<file path="src/rtl/alignment_pkg.sv">
`default_nettype none
// ============================================================================
//  Module      : alignment_pkg
//  Description : Shared types and constants for the alignment controller:
//                FSM state encoding, config-bus address layout, bank codes,
//                scalar register indices and default scoring values.
//  Revision    : 1.0 - initial release
// ============================================================================
package alignment_pkg;

    // Sequencer states
    typedef enum logic [1:0] {
        ST_IDLE  = 2'd0,
        ST_CLEAR = 2'd1,
        ST_RUN   = 2'd2,
        ST_DONE  = 2'd3
    } state_t;

    // 8-bit config address: [7:6] bank, [5:0] index
    localparam int ADDR_W        = 8;
    localparam int ADDR_BANK_MSB = 7;
    localparam int ADDR_BANK_LSB = 6;
    localparam int ADDR_IDX_W    = 6;

    // Bank codes
    localparam logic [1:0] BANK_SCALAR = 2'b00;
    localparam logic [1:0] BANK_SEQA   = 2'b01;
    localparam logic [1:0] BANK_SEQB   = 2'b10;
    localparam logic [1:0] BANK_RSVD   = 2'b11;

    // Scalar bank indices
    localparam logic [5:0] IDX_MATCH    = 6'd0;
    localparam logic [5:0] IDX_MISMATCH = 6'd1;
    localparam logic [5:0] IDX_GAP      = 6'd2;

    // Scoring defaults applied at reset
    localparam int DEF_MATCH    = 1;
    localparam int DEF_MISMATCH = 0;
    localparam int DEF_GAP      = 0;

endpackage : alignment_pkg
`default_nettype wire

</file>
<file path="src/rtl/alignment_cfg_regs.sv">
`default_nettype none
// ============================================================================
//  Module      : alignment_cfg_regs
//  Description : Config register file for the alignment controller. Decodes
//                bank/index, range-checks the index, stores the scoring
//                scalars and both symbol sequences, and pulses cfg_err one
//                cycle after any rejected write.
//  Ports       : clk, reset        - clock, synchronous active-high reset
//                wr_en             - raw write strobe
//                wr_allow          - writes permitted (controller idle)
//                wr_addr, wr_data  - write address and data
//                cfg_err           - rejected-write pulse
//                match_score, mismatch_penalty, gap_penalty - scalars
//                seq_a, seq_b      - packed symbol sequences
//  Revision    : 1.0 - initial release
// ============================================================================
module alignment_cfg_regs
    import alignment_pkg::*;
#(
    parameter int N       = 29,
    parameter int M       = 29,
    parameter int SYM_W   = 8,
    parameter int SCORE_W = 32
) (
    input  logic                 clk,
    input  logic                 reset,
    input  logic                 wr_en,
    input  logic                 wr_allow,
    input  logic [ADDR_W-1:0]    wr_addr,
    input  logic [SCORE_W-1:0]   wr_data,
    output logic                 cfg_err,
    output logic [SCORE_W-1:0]   match_score,
    output logic [SCORE_W-1:0]   mismatch_penalty,
    output logic [SCORE_W-1:0]   gap_penalty,
    output logic [N*SYM_W-1:0]   seq_a,
    output logic [M*SYM_W-1:0]   seq_b
);

    logic [1:0]            w_bank;
    logic [ADDR_IDX_W-1:0] w_idx;
    logic                  w_in_range;
    logic                  w_accept;

    logic                  r_err;
    logic [SCORE_W-1:0]    r_match;
    logic [SCORE_W-1:0]    r_mismatch;
    logic [SCORE_W-1:0]    r_gap;
    logic [N*SYM_W-1:0]    r_seq_a;
    logic [M*SYM_W-1:0]    r_seq_b;

    assign w_bank = wr_addr[ADDR_BANK_MSB:ADDR_BANK_LSB];
    assign w_idx  = wr_addr[ADDR_IDX_W-1:0];

    always_comb begin
        w_in_range = 1'b0;
        case (w_bank)
            BANK_SCALAR: w_in_range = (w_idx <= IDX_GAP);
            BANK_SEQA:   w_in_range = (int'(w_idx) < N);
            BANK_SEQB:   w_in_range = (int'(w_idx) < M);
            default:     w_in_range = 1'b0;
        endcase
    end

    assign w_accept = wr_en & wr_allow & w_in_range;

    // Any strobe that is not accepted is an error, whatever the reason
    always_ff @(posedge clk) begin
        if (reset) begin
            r_err <= 1'b0;
        end else begin
            r_err <= wr_en & ~(wr_allow & w_in_range);
        end
    end

    always_ff @(posedge clk) begin
        if (reset) begin
            r_match    <= SCORE_W'(DEF_MATCH);
            r_mismatch <= SCORE_W'(DEF_MISMATCH);
            r_gap      <= SCORE_W'(DEF_GAP);
        end else if (w_accept && (w_bank == BANK_SCALAR)) begin
            case (w_idx)
                IDX_MATCH:    r_match    <= wr_data;
                IDX_MISMATCH: r_mismatch <= wr_data;
                IDX_GAP:      r_gap      <= wr_data;
                default:      r_gap      <= r_gap;
            endcase
        end
    end

    // Index is range-checked by w_accept, so the part-select stays in bounds
    always_ff @(posedge clk) begin
        if (reset) begin
            r_seq_a <= '0;
        end else if (w_accept && (w_bank == BANK_SEQA)) begin
            r_seq_a[int'(w_idx)*SYM_W +: SYM_W] <= wr_data[SYM_W-1:0];
        end
    end

    always_ff @(posedge clk) begin
        if (reset) begin
            r_seq_b <= '0;
        end else if (w_accept && (w_bank == BANK_SEQB)) begin
            r_seq_b[int'(w_idx)*SYM_W +: SYM_W] <= wr_data[SYM_W-1:0];
        end
    end

    assign cfg_err          = r_err;
    assign match_score      = r_match;
    assign mismatch_penalty = r_mismatch;
    assign gap_penalty      = r_gap;
    assign seq_a            = r_seq_a;
    assign seq_b            = r_seq_b;

endmodule : alignment_cfg_regs
`default_nettype wire

</file>
<file path="src/rtl/alignment_controller.sv">
`default_nettype none
// ============================================================================
//  Module      : alignment_controller
//  Description : Host-facing sequencer for the NxM alignment grid. Holds the
//                scoring config and sequences, clears and starts the grid on
//                command, waits for grid_finish with a cycle timeout and
//                returns the result over a valid/ready handshake.
//  Ports       : clk, reset                    - clock, sync active-high reset
//                cfg_we/cfg_addr/cfg_wdata     - config write bus
//                cfg_err                       - rejected-write pulse
//                cmd_start, busy               - run request / status
//                res_valid/res_ready/res_*     - result handshake
//                grid_reset/grid_start         - grid sequencing
//                grid_finish/grid_solution     - grid completion and score
//                match_score..seq_b            - config to the grid
//  Revision    : 1.0 - initial release
// ============================================================================
module alignment_controller
    import alignment_pkg::*;
#(
    parameter int N          = 29,
    parameter int M          = 29,
    parameter int SYM_W      = 8,
    parameter int SCORE_W    = 32,
    parameter int TIMEOUT    = 1024,
    parameter int CLR_CYCLES = 2,
    parameter int CNT_W      = 16
) (
    input  logic                 clk,
    input  logic                 reset,
    input  logic                 cfg_we,
    input  logic [ADDR_W-1:0]    cfg_addr,
    input  logic [SCORE_W-1:0]   cfg_wdata,
    output logic                 cfg_err,
    input  logic                 cmd_start,
    output logic                 busy,
    output logic                 res_valid,
    input  logic                 res_ready,
    output logic [SCORE_W-1:0]   res_score,
    output logic [CNT_W-1:0]     res_cycles,
    output logic                 res_timeout,
    output logic                 grid_reset,
    output logic                 grid_start,
    input  logic                 grid_finish,
    input  logic [SCORE_W-1:0]   grid_solution,
    output logic [SCORE_W-1:0]   match_score,
    output logic [SCORE_W-1:0]   mismatch_penalty,
    output logic [SCORE_W-1:0]   gap_penalty,
    output logic [N*SYM_W-1:0]   seq_a,
    output logic [M*SYM_W-1:0]   seq_b
);

    localparam int                c_clr_w    = $clog2(CLR_CYCLES + 1);
    localparam logic [c_clr_w-1:0] c_clr_last = c_clr_w'(CLR_CYCLES - 1);
    localparam logic [CNT_W-1:0]  c_timeout  = CNT_W'(TIMEOUT);

    state_t               r_state;
    logic [c_clr_w-1:0]   r_clr_cnt;
    logic [CNT_W-1:0]     r_cnt;
    logic                 r_grid_start;
    logic                 r_res_valid;
    logic [SCORE_W-1:0]   r_res_score;
    logic [CNT_W-1:0]     r_res_cycles;
    logic                 r_res_timeout;

    logic                 w_idle;
    logic [CNT_W-1:0]     w_cnt_next;

    assign w_idle     = (r_state == ST_IDLE);
    // Count including the current RUN cycle
    assign w_cnt_next = r_cnt + CNT_W'(1);

    alignment_cfg_regs #(
        .N       (N),
        .M       (M),
        .SYM_W   (SYM_W),
        .SCORE_W (SCORE_W)
    ) u_cfg_regs (
        .clk              (clk),
        .reset            (reset),
        .wr_en            (cfg_we),
        .wr_allow         (w_idle),
        .wr_addr          (cfg_addr),
        .wr_data          (cfg_wdata),
        .cfg_err          (cfg_err),
        .match_score      (match_score),
        .mismatch_penalty (mismatch_penalty),
        .gap_penalty      (gap_penalty),
        .seq_a            (seq_a),
        .seq_b            (seq_b)
    );

    always_ff @(posedge clk) begin
        if (reset) begin
            r_state       <= ST_IDLE;
            r_clr_cnt     <= '0;
            r_cnt         <= '0;
            r_grid_start  <= 1'b0;
            r_res_valid   <= 1'b0;
            r_res_score   <= '0;
            r_res_cycles  <= '0;
            r_res_timeout <= 1'b0;
        end else begin
            case (r_state)
                ST_IDLE: begin
                    if (cmd_start) begin
                        r_state       <= ST_CLEAR;
                        r_clr_cnt     <= '0;
                        r_cnt         <= '0;
                        r_res_valid   <= 1'b0;
                        r_res_timeout <= 1'b0;
                    end
                end
                ST_CLEAR: begin
                    if (r_clr_cnt == c_clr_last) begin
                        r_state      <= ST_RUN;
                        r_grid_start <= 1'b1;
                    end else begin
                        r_clr_cnt <= r_clr_cnt + c_clr_w'(1);
                    end
                end
                ST_RUN: begin
                    r_cnt <= w_cnt_next;
                    // Finish has priority over a coincident timeout
                    if (grid_finish) begin
                        r_res_score   <= grid_solution;
                        r_res_cycles  <= w_cnt_next;
                        r_res_timeout <= 1'b0;
                        r_res_valid   <= 1'b1;
                        r_grid_start  <= 1'b0;
                        r_state       <= ST_DONE;
                    end else if (w_cnt_next == c_timeout) begin
                        r_res_score   <= '0;
                        r_res_cycles  <= c_timeout;
                        r_res_timeout <= 1'b1;
                        r_res_valid   <= 1'b1;
                        r_grid_start  <= 1'b0;
                        r_state       <= ST_DONE;
                    end
                end
                ST_DONE: begin
                    if (res_ready) begin
                        r_res_valid <= 1'b0;
                        r_state     <= ST_IDLE;
                    end
                end
                default: begin
                    r_state <= ST_IDLE;
                end
            endcase
        end
    end

    // Grid is held in reset both by the system reset and during CLEAR
    assign grid_reset  = reset | (r_state == ST_CLEAR);
    assign grid_start  = r_grid_start;
    assign busy        = ~w_idle;
    assign res_valid   = r_res_valid;
    assign res_score   = r_res_score;
    assign res_cycles  = r_res_cycles;
    assign res_timeout = r_res_timeout;

endmodule : alignment_controller
`default_nettype wire
</file>
<file path="config.mk">
export PLATFORM = sky130hd
export DESIGN_NAME = alignment_controller
export DESIGN_NICKNAME = d
export VERILOG_FILES = /design/src/rtl/alignment_pkg.sv /design/src/rtl/alignment_cfg_regs.sv /design/src/rtl/alignment_controller.sv
export SDC_FILE = /design/constraint.sdc
export NUM_CORES = 1
export LEC_CHECK = 0
export ABC_CLOCK_PERIOD_IN_PS = 8600
export CAP_MARGIN = 20
export CORE_AREA = 4 4 265 267
export DETAILED_ROUTE_END_ITERATION = 10
export DIE_AREA = 0 0 269 271
export GPL_ROUTABILITY_DRIVEN = 0
export PLACE_DENSITY = 0.67
export REMOVE_ABC_BUFFERS = 1
export SYNTH_ARGS = -nofsm -noshare
export SYNTH_HDL_FRONTEND = slang
export SYNTH_SLANG_ARGS = --single-unit
export TNS_END_PERCENT = 20
</file>
<file path="constraint.sdc">
create_clock -name clk -period 8.6 [get_ports clk]
set_input_delay 1.72 -clock clk [delete_from_list [all_inputs] [get_ports clk]]
set_output_delay 1.72 -clock clk [all_outputs]
set_load 0.05 [all_outputs]
</file>
# After elaboration in Yosys (flattened, before gate mapping)
# Index checks and enable logic that the tools add are counted.
[classes]
add_sub_neg = 3
n_lt_le_gt_ge = 2
n_eq_ne = 14
shift = 2
mux = 29
bitwise = 7
reduce_logical = 22
[ops]
columns = ["cell", "n"]
rows = [
  ["bitwise mux 232 bit", 2],
  ["variable shift 8 x 33 -> 232 bit, first input constant", 1],
  ["indexed part select 8 x 33 -> 232 bit", 1],
  ["2-to-1 mux 32 bit", 2],
  ["2-to-1 mux 16 bit", 3],
  ["negation 9 -> 33 bit", 1],
  ["case mux 16 bit (2 select lines)", 1],
  ["adder 16 x 1 -> 16 bit, second input constant", 1],
  ["equality test 16 x 11 -> 1 bit, second input constant", 1],
  ["2-to-1 mux 2 bit", 7],
  ["AND reduction 2 bit", 5],
  ["AND reduction 3 bit", 3],
  ["2-to-1 mux 1 bit", 8],
  ["!= test 2 bit, second input constant", 4],
  ["case mux 2 bit (4 select lines)", 1],
  ["AND reduction 4 bit", 2],
  ["nonzero test 2 bit", 4],
  ["equality test 2 x 1 -> 1 bit, second input constant", 3],
  ["equality test 2 bit, second input constant", 3],
  ["equality test 6 x 1 -> 1 bit, second input constant", 1],
  ["equality test 6 x 2 -> 1 bit, second input constant", 1],
  ["less-or-equal comparator 6 x 2 -> 1 bit, second input constant", 1],
  ["logical NOT 6 bit", 1],
  ["less-than comparator 6 x 5 -> 1 bit, second input constant", 1],
  ["12 further kinds", 21],
]
[totals]
regBits = 632
inputBits = 78
output_inout_bits = 614
elab_cells = 93

# Longest topological paths before layout
# Gate-level depths: netlist (run 1).
[depth]
depth_word = 6
depth_mapped = 13
mapped_depth_nobuf = 10

# By module
# A second synthesis (run 1) with hierarchy kept.
[unflattened]
cells_unflattened = 2662
hier_area_um2 = 25867.3
[by_module_without_submodules]
columns = ["mod", "n_inst", "cells_each", "area_each_um2", "seq_area_each_um2"]
rows = [
  ["alignment_cfg_regs", 1, 2238, 22519.1, 11230.8],
  ["alignment_controller", 1, 424, 3348.2, 1421.4],
]

# Worst setup path before layout (run 1)
# Ideal clock, no wire load.
[synth_path]
path_type = "input to register"
from = "in cfg_addr[0]"
to = "reg u_cfg_regs.r_seq_b[134], in the netlist u_cfg_regs.seq_b[134]"
setup_time_ns = 0.128
arrival_time_ns = 4.258
required_time_ns = 8.472
path_slack_ns = 4.214
cell_stages = 13
path_buffers = 4
cell_sequence = "clkbuf_1 inv_1 ha_1 buf_2 nor3b_2 xnor2_1 and3_1 and3_1 buf_2 nand2_1 clkbuf_1 nand3_1 o21ai_1"
[synth_via]
elab_chain_cells = 4
word_cells_on_any_way = 9
cone_classes = "add/sub (1); order compare (2); shift (2); mux (2); bitwise (1); reduce/logical (1)"
[synth_rtl]
columns = ["element", "line", "source"]
rows = [
  ["from (decl)", "alignment_controller.sv:32", "input logic [ADDR_W-1:0] cfg_addr,"],
  ["parallel branches: the longest is 4 deep, another holds negation 9 -> 33 bit", "n/a", ""],
  ["to (signal, indexed assignment)", "alignment_cfg_regs.sv:103", "r_seq_b[int'(w_idx)*SYM_W +: SYM_W] <= wr_data[SYM_W-1:0];"],
  ["to (decl)", "alignment_cfg_regs.sv:49", "logic [M*SYM_W-1:0] r_seq_b;"],
]
# Parallel ways; which one is timed is not known.
# A chain may end at the register's enable or synchronous reset.

# Final worst setup path (run 1)
[layout_path]
from = "in cfg_addr[0]"
to = "reg u_cfg_regs.r_seq_b[159], in the netlist u_cfg_regs.seq_b[159]"
# Same word-level chain as after synthesis.

==> impl_results.md, run 1 <==
- Synth Register Bits: 632
- Final Hold Vio Count: 0
- Latest clock arrival within the worst-skew pair: 0.61 ns
- Pins Over Slew Limit: 0
- Post-synthesis async set-or-reset flop share: 0%
- WL/cell: 22.0 um
- Met3 Routed Length: 7260 um
- GRT overflow: 0
- Top cell type by total area after synthesis: dfxtp_1
- Setup TNS: 0 ns
- Critical Path AT: 5.46 ns
- Post-synth cell types: 59
- Dominant synthesized flop cell: dfxtp_1
- Vias in the first global route: 19.4k
- Critical-path cell list: clkdlybuf4s50_1 -> inv_1 -> ha_1 -> xor2_1 -> nor2_1 -> nand4_1 -> nand3_1 -> o21ai_0
- Number of antenna cells inserted: 0
- Largest net degree at the start of global routing: 242
- Period utilisation layout: 58.5%
- Total of warnings raised by yosys: 0
- MaxCap Viol Count: 0
- Antenna-violating nets left: 0
- Status: completed
- Worst Skew: 0.0240 ns
- Top-count cell post-synth: dfxtp_1
- Top cells by count, synth: dfxtp_1, nand3_1, nand2_1
- Slowest CP cell: nand4_1
- Highest routed layer: met5
- Top-area cell type share of the netlist area: 56.2%
- Post-layout min period: 5.03 ns
- Port-buffer cells: 691
- Initial DRC Count: 1527
- Initial core utilization: 33.0%
- Setup slack, reg-to-reg: 5.02 ns
- Leak: 10.8 nW
- # IOs: 692
- Avg Cell Area, Syn: 8.80 um^2
- Non-filler instance count after layout: 4055
- Die W: 269 um
- Worst min path class: flop to flop
- Final setup violating endpoints: 0
- Rows: 96
- Clock Tree Buf Depth: 3
- Via Count: 20.7k
- Slew HR: 8.23%
- Nets: 3214
- Layout cells sized above 1: 5.89%
- Hold-fix buffer count after cts: 0
- CTS buffer count: 69
- Element type at the critical path end: flop
- F_max: 199 MHz
- Root buf cell: clkbuf_16
- Detailed-route DRC error count: 0
- DRT met1 WL: 36900 um
- Pwr per Cell Area: 206 nW/um^2
- # resized after CTS: 0
- TritonCTS clock tree: built
- Post-synthesis sequential area ratio: 56.2%
- WS Path Type: input port to flop
- Die area: 72900 um^2
- CTS H-Tree Depth: 3
- Mapped Area: 22500 um^2
- Core ar.: 68100 um^2
- Post-Syn Instances: 2557
- RSZ-0062 raised after global routing: no
- Slowest stage delay, CP: 0.87 ns
- Least-Margin Pin Slew: 1.38 ns
- Final wirelength: 89200 um
- First-pass GRT wire length: 130000 um
- Synth area leaders: dfxtp_1, nand3_1, o21ai_0
- Buffer count from post-CTS setup fixing: 0
- Post-synth EDFFs: 0
- Initial antenna violation count: 3
- Met2 routed WL: 42500 um
- Hold slack: 0.450 ns
- Die Y: 271 um
- Vias per cell: 5.11
- Worst-path maximum fanout: 16
- Area growth syn-to-layout: 43.5%
- Post-detail-place hpwl: 62000 um
- Gr usage total: 23.3%
- Clock Sinks: 632
- Crit path launch type: input port
- Clk pin slew, worst setup/hold paths: 0.06 ns
- Req. time, crit path: 9.03 ns
- Placed insts: 3930
- Worst VDD drop: 0.206 mV
- 1st-pass router iterations: 5
critical path: cells and delay by family:
kind            cells  cell delay, ns
compound gates      1            0.12
fa+ha+maj           1            0.36
xor+xnor            1            0.27
buf+inv             2            0.99
simple gates        3            1.96
state kept, by name, summed over array words and instances (netlist names), 2 cells and up:
register	count
u_cfg_regs.match_score	32
r_clr_cnt	2
u_cfg_regs.seq_b	232
res_score	32
u_cfg_regs.seq_a	232
r_state	2
u_cfg_regs.gap_penalty	32
res_cycles	16
u_cfg_regs.mismatch_penalty	32
r_cnt	16
report_power, final:
group | internal (W) | leakage, nW | switching (W)
registers | 0.00296 | 5.09 | 0.0000214
clock network | 0.00185 | 1.17 | 0.00126
logic | 0.000155 | 4.58 | 0.000405
total | 0.00496 | 10.8 | 0.00168
layer usage:
layer | up-vias | GRT usage, %
li1 | 10100 | -
met1 | 9768 | 28.6
met2 | 713 | 39.4
met3 | 132 | 6.69
met4 | 4 | 7.04
met5 | - | 0
per-stage QoR:
step           util, %  instance area, um^2  setup WS, ns  power [W]
2_1_floorplan        -                21600          1.16    0.00334
6_report          47.4                32300          3.57    0.00664
4_1_cts           47.4                32300          3.42    0.00672
5_1_grt           47.4                32300          3.28    0.00686
3_5_place_dp      43.9                29900          2.77    0.00360
3_3_place_gp      43.9                29900          2.80    0.00360
path summary, 6_finish.rpt:
check	depth (start not counted)	startpoint	to
setup / recovery	8	cfg_addr[0]	u_cfg_regs.seq_b[159]$_SDFFE_PP0P_
setup reg to reg	9	r_state[0]$_SDFFE_PP0P_	u_cfg_regs.seq_a[94]$_SDFFE_PP0P_
hold / removal	2	u_cfg_regs.seq_a[4]$_SDFFE_PP0P_	u_cfg_regs.seq_a[4]$_SDFFE_PP0P_
hold reg to reg	2	u_cfg_regs.seq_a[4]$_SDFFE_PP0P_	u_cfg_regs.seq_a[4]$_SDFFE_PP0P_
area by class of cell:
class	instances	area [um^2]
inverters	18	75.1
multi-input cells	1676	8890
repair buffers	724	7190
clock buffers	92	1930
clock inverters	31	455
fillers	6553	35800
flip-flops and latches	632	12700
well taps	882	1100
logic make-up after synthesis:
family | Yosys count | share of synthesized area, %
adders and majority gates | 15 | 0.834
xor gates and xnor gates | 22 | 0.889
AOI/OAI and AO/OA | 666 | 16.4
muxes | 27 | 1.21
and+or+nand+nor | 946 | 20.0
DFF | 632 | 56.2
buffers and inverters | 249 | 4.46
cell usage in the layout (no fill, tap or decap), types with 15 or more instances in the layout:
master,instances
ha_1,15
nand3_1,438
dfxtp_1,632
a32o_1,37
nor2_1,49
inv_1,17
nand4_1,18
nand2_1,333
mux2i_1,26
clkbuf_16,69
o21ai_0,264
o21ai_1,169
clkdlybuf4s50_1,690
nor3_1,17
buf_4,30
and3_1,15
a21oi_1,135
No activity file was read; power rests on OpenSTA's default activity.
==> run 2: changes to the inputs <==
--- a/config.mk
+++ b/config.mk
@@ -5,7 +5,7 @@
 export SDC_FILE = /design/constraint.sdc
 export NUM_CORES = 1
 export LEC_CHECK = 0
-export ABC_CLOCK_PERIOD_IN_PS = 8600
+export ABC_CLOCK_PERIOD_IN_PS = 4700
 export CAP_MARGIN = 20
 export CORE_AREA = 4 4 265 267
 export DETAILED_ROUTE_END_ITERATION = 10
==> constraint.sdc (replaced) <==
create_clock -name clk -period 4.7 [get_ports clk]
set_input_delay 0.94 -clock clk [delete_from_list [all_inputs] [get_ports clk]]
set_output_delay 0.94 -clock clk [all_outputs]
set_load 0.05 [all_outputs]
==> impl_results.md, run 2 (same netlist as run 1, synthesis figures left out) <==
- Final Hold Vio Count: 0 (unchanged)
- First-pass GRT wire length: 128000 um (was 130000 um)
- Finished Cell Area: 32500 um^2 (was 32300 um^2)
- WL/cell: 21.9 um (was 22.0 um)
- Worst-path maximum fanout: 16 (unchanged)
- Area growth syn-to-layout: 44.5% (was 43.5%)
- Clk pin slew, worst setup/hold paths: 0.06 ns (about the same)
- Largest net degree at the start of global routing: 163 (was 242)
- RR Startpoint: r_cnt[0]$_SDFFE_PP0P_ (was r_state[0]$_SDFFE_PP0P_)
- Least-Margin Pin Slew: 1.03 ns (was 1.38 ns)
- Rows: 96 (unchanged)
- Setup ws final: 0.765 ns (was 3.57 ns)
- Initial antenna violation count: 8 (was 3)
- Slew HR: 31.1% (was 8.23%)
- Worst Skew: 0.0323 ns (was 0.0240 ns)
- Die area: 72900 um^2 (unchanged)
- Pins Over Slew Limit: 0 (unchanged)
- Port-buffer cells: 691 (unchanged)
- Critical Path AT: 4.41 ns (was 5.46 ns)
- Worst VDD drop: 0.301 mV (was 0.206 mV)
- RSZ-0062 raised after global routing: no (unchanged)
- R2r worst-path depth: 8 (was 9)
- CTS H-Tree Depth: 3 (unchanged)
- Min-delay src: u_cfg_regs.mismatch_penalty[6]$_SDFFE_PP0P_ (was u_cfg_regs.seq_a[4]$_SDFFE_PP0P_)
- Hold-fix buffer count after cts: 0 (unchanged)
- Initial core utilization: 33.0% (unchanged)
- Post-detail-place hpwl: 63300 um (was 62000 um)
- GRT overflow: 0 (unchanged)
- Setup slack, reg-to-reg: 1.20 ns (was 5.02 ns)
- Place WS: 0.201 ns (was 2.77 ns)
- Nets: 3241 (was 3214)
- Status: completed (unchanged)
- Die W: 269 um (unchanged)
- Element type at the critical path end: flop (unchanged)
- Via Count: 20.8k (was 20.7k)
- Fillcell total: 6513 (was 6553)
- Clock Tree Buf Depth: 3 (unchanged)
- Placed cell area: 30100 um^2 (was 29900 um^2)
- Clock Sinks: 632 (unchanged)
- Latest clock arrival within the worst-skew pair: 0.62 ns (was 0.61 ns)
- Worst min path class: flop to flop (unchanged)
- Buffer count from post-CTS setup fixing: 0 (unchanged)
- Period utilisation layout: 83.7%
- Hold depth: 2 (unchanged)
- # resized after CTS: 0 (unchanged)
- CTS buffer count: 70 (was 69)
- Root buf cell: clkbuf_16 (unchanged)
- 1st-pass router iterations: 5 (unchanged)
- Hold EP: u_cfg_regs.mismatch_penalty[6]$_SDFFE_PP0P_ (was u_cfg_regs.seq_a[4]$_SDFFE_PP0P_)
- Vias in the first global route: 19.1k (was 19.4k)
- Detailed-route DRC error count: 0 (unchanged)
- Reg area: 12700 um^2 (unchanged)
- WS Path Type: input port to flop (unchanged)
- Leak: 11.0 nW (was 10.8 nW)
- Req. time, crit path: 5.17 ns (was 9.03 ns)
- TritonCTS clock tree: built (unchanged)
- Vias per cell: 5.09 (was 5.11)
- # IOs: 692 (unchanged)
- Pwr per Cell Area: 373 nW/um^2 (was 206 nW/um^2)
- Most frequent cells in the layout: clkdlybuf4s50_1, dfxtp_1, nand3_1, nand2_1, o21ai_0 (unchanged)
- Crit Reg-Reg Endpoint: res_score[18]$_SDFFE_PP0P_ (was u_cfg_regs.seq_a[94]$_SDFFE_PP0P_)
- Final wirelength: 89400 um (was 89200 um)
- Multi-input logic area: 8880 um^2 (was 8890 um^2)
- Layout cells sized above 1: 6.71% (was 5.89%)
- Gr usage total: 23.2% (was 23.3%)
- Crit path launch type: input port (unchanged)
- F_max: 254 MHz
- Post-layout min period: 3.93 ns
- Die Y: 271 um (unchanged)
- Final setup violating endpoints: 0 (unchanged)
- Antenna-violating nets left: 0 (unchanged)
- MaxCap Viol Count: 0 (unchanged)
- Most common cell after layout, fill and taps aside: clkdlybuf4s50_1 (unchanged)
- Core ar.: 68100 um^2 (unchanged)
- Initial DRC Count: 1569 (was 1527)
[run 2: cell type report]
cell class	instances	share of cell area, %
flip-flops and latches	632	38.9
multi-input cells	1676	27.3
repair buffers	750	22.8
clock buffers	95	6.21
well taps	882	3.39
clock inverters	31	1.11
inverters	18	0.231
diodes	3	0.0231
[run 2: power breakdown]
group	internal, W	switching (W)	total (W)
logic	0.000301	0.000744	0.00104
clock network	0.00333	0.00232	0.00565
registers	0.00541	0.0000404	0.00545
[run 2: worst max-delay path by stage]
stage                      startpoint                                 end  slack (ns)  cells past startpoint
after floorplan                 reset  u_cfg_regs.seq_a[109]$_SDFFE_PP0P_       -1.96                      3
final                     cfg_addr[3]   u_cfg_regs.seq_a[65]$_SDFFE_PP0P_        0.77                     10
after global placement    cfg_addr[0]   u_cfg_regs.seq_a[66]$_SDFFE_PP0P_        0.27                     11
after CTS                 cfg_addr[0]   u_cfg_regs.seq_a[65]$_SDFFE_PP0P_        0.82                     11
after detailed placement  cfg_addr[0]   u_cfg_regs.seq_a[69]$_SDFFE_PP0P_        0.20                     11
after global routing      cfg_addr[3]   u_cfg_regs.seq_a[65]$_SDFFE_PP0P_        0.54                     10
[run 2: critical path, stage by stage]
cell and delay [ns]:
clkdlybuf4s50_1 0.61, nor4_4 0.35, buf_4 0.21, a32oi_1 0.17
nor4b_4 0.36, buf_4 0.26, and3_1 0.61, nand2_1 0.52
nand3_1 0.25, o21ai_1 0.10
[run 2: through the flow]
step                      cells  hold WS [ns]  utilization [%]  total power (W)  setup TNS (ns)
after global routing       4084         0.468             47.7           0.0126               0
after global placement     3956         0.437             44.2          0.00661               0
after CTS                  4082         0.454             47.7           0.0123               0
after detailed placement   3956         0.446             44.2          0.00661               0
final                      4087         0.453             47.7           0.0121               0
after floorplan            2326         0.471                -          0.00611         -333.10
[run 2: per-layer routing]
layer  global-route usage [%]  routed length, um
met5                        0                 75
met4                     6.78               2360
met3                     8.48               8660
met2                     38.3              41900
met1                     28.3              36400
==> run 3: changes to the inputs <==
--- a/config.mk
+++ b/config.mk
@@ -5,13 +5,13 @@
 export SDC_FILE = /design/constraint.sdc
 export NUM_CORES = 1
 export LEC_CHECK = 0
-export ABC_CLOCK_PERIOD_IN_PS = 4700
+export ABC_CLOCK_PERIOD_IN_PS = 3500
 export CAP_MARGIN = 20
-export CORE_AREA = 4 4 265 267
+export CORE_AREA = 4 4 266 268
 export DETAILED_ROUTE_END_ITERATION = 10
-export DIE_AREA = 0 0 269 271
+export DIE_AREA = 0 0 270 272
 export GPL_ROUTABILITY_DRIVEN = 0
-export PLACE_DENSITY = 0.67
+export PLACE_DENSITY = 0.69
 export REMOVE_ABC_BUFFERS = 1
 export SYNTH_ARGS = -nofsm -noshare
 export SYNTH_HDL_FRONTEND = slang
==> constraint.sdc (replaced) <==
create_clock -name clk -period 3.5 [get_ports clk]
set_input_delay 0.7 -clock clk [delete_from_list [all_inputs] [get_ports clk]]
set_output_delay 0.7 -clock clk [all_outputs]
set_load 0.05 [all_outputs]
==> impl_results.md, run 3 (same netlist as run 1, synthesis figures left out) <==
- Top Usage Layer GRT: met2 (unchanged)
- Finished Cell Area: 34000 um^2 (was 32500 um^2)
- Pins Over Slew Limit: 0 (unchanged)
- GR Layer Usage met3: 6.47% (was 8.48%)
- Die area: 73400 um^2 (was 72900 um^2)
- Req. time, crit path: 2.80 ns (was 5.17 ns)
- Rows: 96 (unchanged)
- Final Util: 49.7% (was 47.7%)
- Hold EP: u_cfg_regs.mismatch_penalty[22]$_SDFFE_PP0P_ (was u_cfg_regs.mismatch_penalty[6]$_SDFFE_PP0P_)
- Area growth syn-to-layout: 51.1% (was 44.5%)
- Worst min path class: flop to flop (unchanged)
- RR Startpoint: r_cnt[0]$_SDFFE_PP0P_ (unchanged)
- Antenna-violating nets left: 0 (unchanged)
- Largest net degree at the start of global routing: 157 (was 163)
- CTS H-Tree Depth: 3 (unchanged)
- Setup slack, reg-to-reg: 0.41 ns (was 1.20 ns)
- Clock Tree Buf Depth: 3 (unchanged)
- Number of antenna cells inserted: 0 (was 3)
- Pwr per Cell Area: 475 nW/um^2 (was 373 nW/um^2)
- First-pass GRT wire length: 131000 um (was 128000 um)
- 1st-pass router iterations: 5 (unchanged)
- Die W: 270 um (was 269 um)
- WL/cell: 21.0 um (was 21.9 um)
- Post-detail-place hpwl: 63100 um (was 63300 um)
- Most frequent cells in the layout: clkdlybuf4s50_1, dfxtp_1, nand3_1, nand2_1, o21ai_0 (unchanged)
- Period utilisation layout: 92.3%
- Detailed-route DRC error count: 0 (unchanged)
- R2r worst-path depth: 9 (was 8)
- Root buf cell: clkbuf_16 (unchanged)
- Gr usage total: 22.9% (was 23.2%)
- Most common cell after layout, fill and taps aside: clkdlybuf4s50_1 (unchanged)
- Crit Reg-Reg Endpoint: res_score[23]$_SDFFE_PP0P_ (was res_score[18]$_SDFFE_PP0P_)
- Initial DRC Count: 1408 (was 1569)
- M1 GR Usage: 28.0% (was 28.3%)
- Port-buffer cells: 691 (unchanged)
- Min-delay src: u_cfg_regs.mismatch_penalty[22]$_SDFFE_PP0P_ (was u_cfg_regs.mismatch_penalty[6]$_SDFFE_PP0P_)
- Vias per cell: 5.06 (was 5.09)
- Final wirelength: 88100 um (was 89400 um)
- Initial core utilization: 32.9% (was 33.0%)
- Slew HR: 51.8% (was 31.1%)
- Clk pin slew, worst setup/hold paths: 0.06 ns (about the same)
- Hold-fix buffer count after cts: 0 (unchanged)
- CTS buffer count: 70 (unchanged)
- Element type at the critical path end: output pin (was flop)
- F_max: 310 MHz
- Crit path launch type: flop (was input port)
- Status: completed (unchanged)
- WS Path Type: flop to output pin (was input port to flop)
- Least-Margin Pin Slew: 0.724 ns (was 1.03 ns)
- # IOs: 692 (unchanged)
- Critical Path AT: 2.53 ns (was 4.41 ns)
- Met2 usage: 39.7% (was 38.3%)
- TritonCTS clock tree: built (unchanged)
- RSZ-0062 raised after global routing: no (unchanged)
- Layout cells sized above 1: 10.1% (was 6.71%)
- Buffer count from post-CTS setup fixing: 0 (unchanged)
- Die Y: 272 um (was 271 um)
- GRT overflow: 0 (unchanged)
- MaxCap Viol Count: 0 (unchanged)
- Leak: 11.8 nW (was 11.0 nW)
- Worst-path maximum fanout: 6 (was 16)
- Final Hold Vio Count: 0 (unchanged)
- Vias in the first global route: 20.2k (was 19.1k)
- Worst Skew: 0.0236 ns (was 0.0323 ns)
- Latest clock arrival within the worst-skew pair: 0.61 ns (was 0.62 ns)
- Core ar.: 68300 um^2 (was 68100 um^2)
- Initial antenna violation count: 3 (was 8)
- Via Count: 21.3k (was 20.8k)
- Hold depth: 2 (unchanged)
- Placed cell area: 31700 um^2 (was 30100 um^2)
- Nets: 3364 (was 3241)
- # resized after CTS: 0 (unchanged)
- Final setup violating endpoints: 0 (unchanged)
- Clock Sinks: 632 (unchanged)
- Worst VDD drop: 0.462 mV (was 0.301 mV)
- Post-layout min period: 3.23 ns
==> run 3: cell count changes in the layout (fill, tap and decap cells not counted), sizes merged <==
cell,change
buf,+125
clkbuf,-4
diode,-3
clkinv,-2
clkinvlp,+2
inv,+2
bufinv,-1
clkdlybuf4s50,-1
==> run 3: how the worst max path moves through the flow <==
stage	start	end	slack (ns)	cells after the start
2_1_floorplan	reset	u_cfg_regs.seq_a[109]$_SDFFE_PP0P_	-2.92	3
3_3_place_gp	cfg_addr[0]	u_cfg_regs.seq_a[34]$_SDFFE_PP0P_	-0.17	14
3_5_place_dp	cfg_addr[0]	u_cfg_regs.seq_b[2]$_SDFFE_PP0P_	-0.19	12
4_1_cts	r_state[0]$_SDFFE_PP0P_	busy	0.21	4
5_1_grt	r_cnt[0]$_SDFFE_PP0P_	res_score[24]$_SDFFE_PP0P_	0.13	9
6_report	r_state[0]$_SDFFE_PP0P_	busy	0.27	4
==> run 3: critical path, stage by stage (launching register included) <==
cell	delay [ns]
dfxtp_1	0.37
inv_1	0.09
ha_1	0.29
inv_1	0.28
clkdlybuf4s50_1	0.90
==> run 3: report_power, final <==
| part | internal, W | switching [W] |
|---|---|---|
| combinational | 0.000462 | 0.000993 |
| clock | 0.00428 | 0.00309 |
| sequential | 0.00727 | 0.0000497 |
==> run 3: metal layers <==
metal | wire (um) | up-vias
li1 | - | 10400
met3 | 7000 | 126
met4 | 2210 | 2
met1 | 36600 | 9986
met2 | 42300 | 750
met5 | 13 | -
==> run 3: area by class of cell <==
| class | count | area [um^2] |
|---|---|---|
| Clock buffer | 92 | 1960 |
| Clock inverter | 32 | 342 |
| Fill cell | 6321 | 34300 |
| Inverter | 18 | 75.1 |
| Multi-Input combinational cell | 1676 | 8890 |
| Sequential cell | 632 | 12700 |
| Tap cell | 882 | 1100 |
| Timing Repair Buffer | 873 | 8980 |
==> run 3: metrics by stage <==
step                total power (W)  instances  setup TNS, ns  hold slack (ns)  setup slack [ns]
floorplan                   0.00821       2326        -847.19            0.471             -2.92
global placement            0.00893       4081          -7.60            0.438            -0.169
detailed placement          0.00894       4081         -13.06            0.446            -0.195
CTS                          0.0163       4205              0            0.454             0.208
global route                 0.0167       4205              0            0.465             0.127
finish                       0.0161       4205              0            0.452             0.269
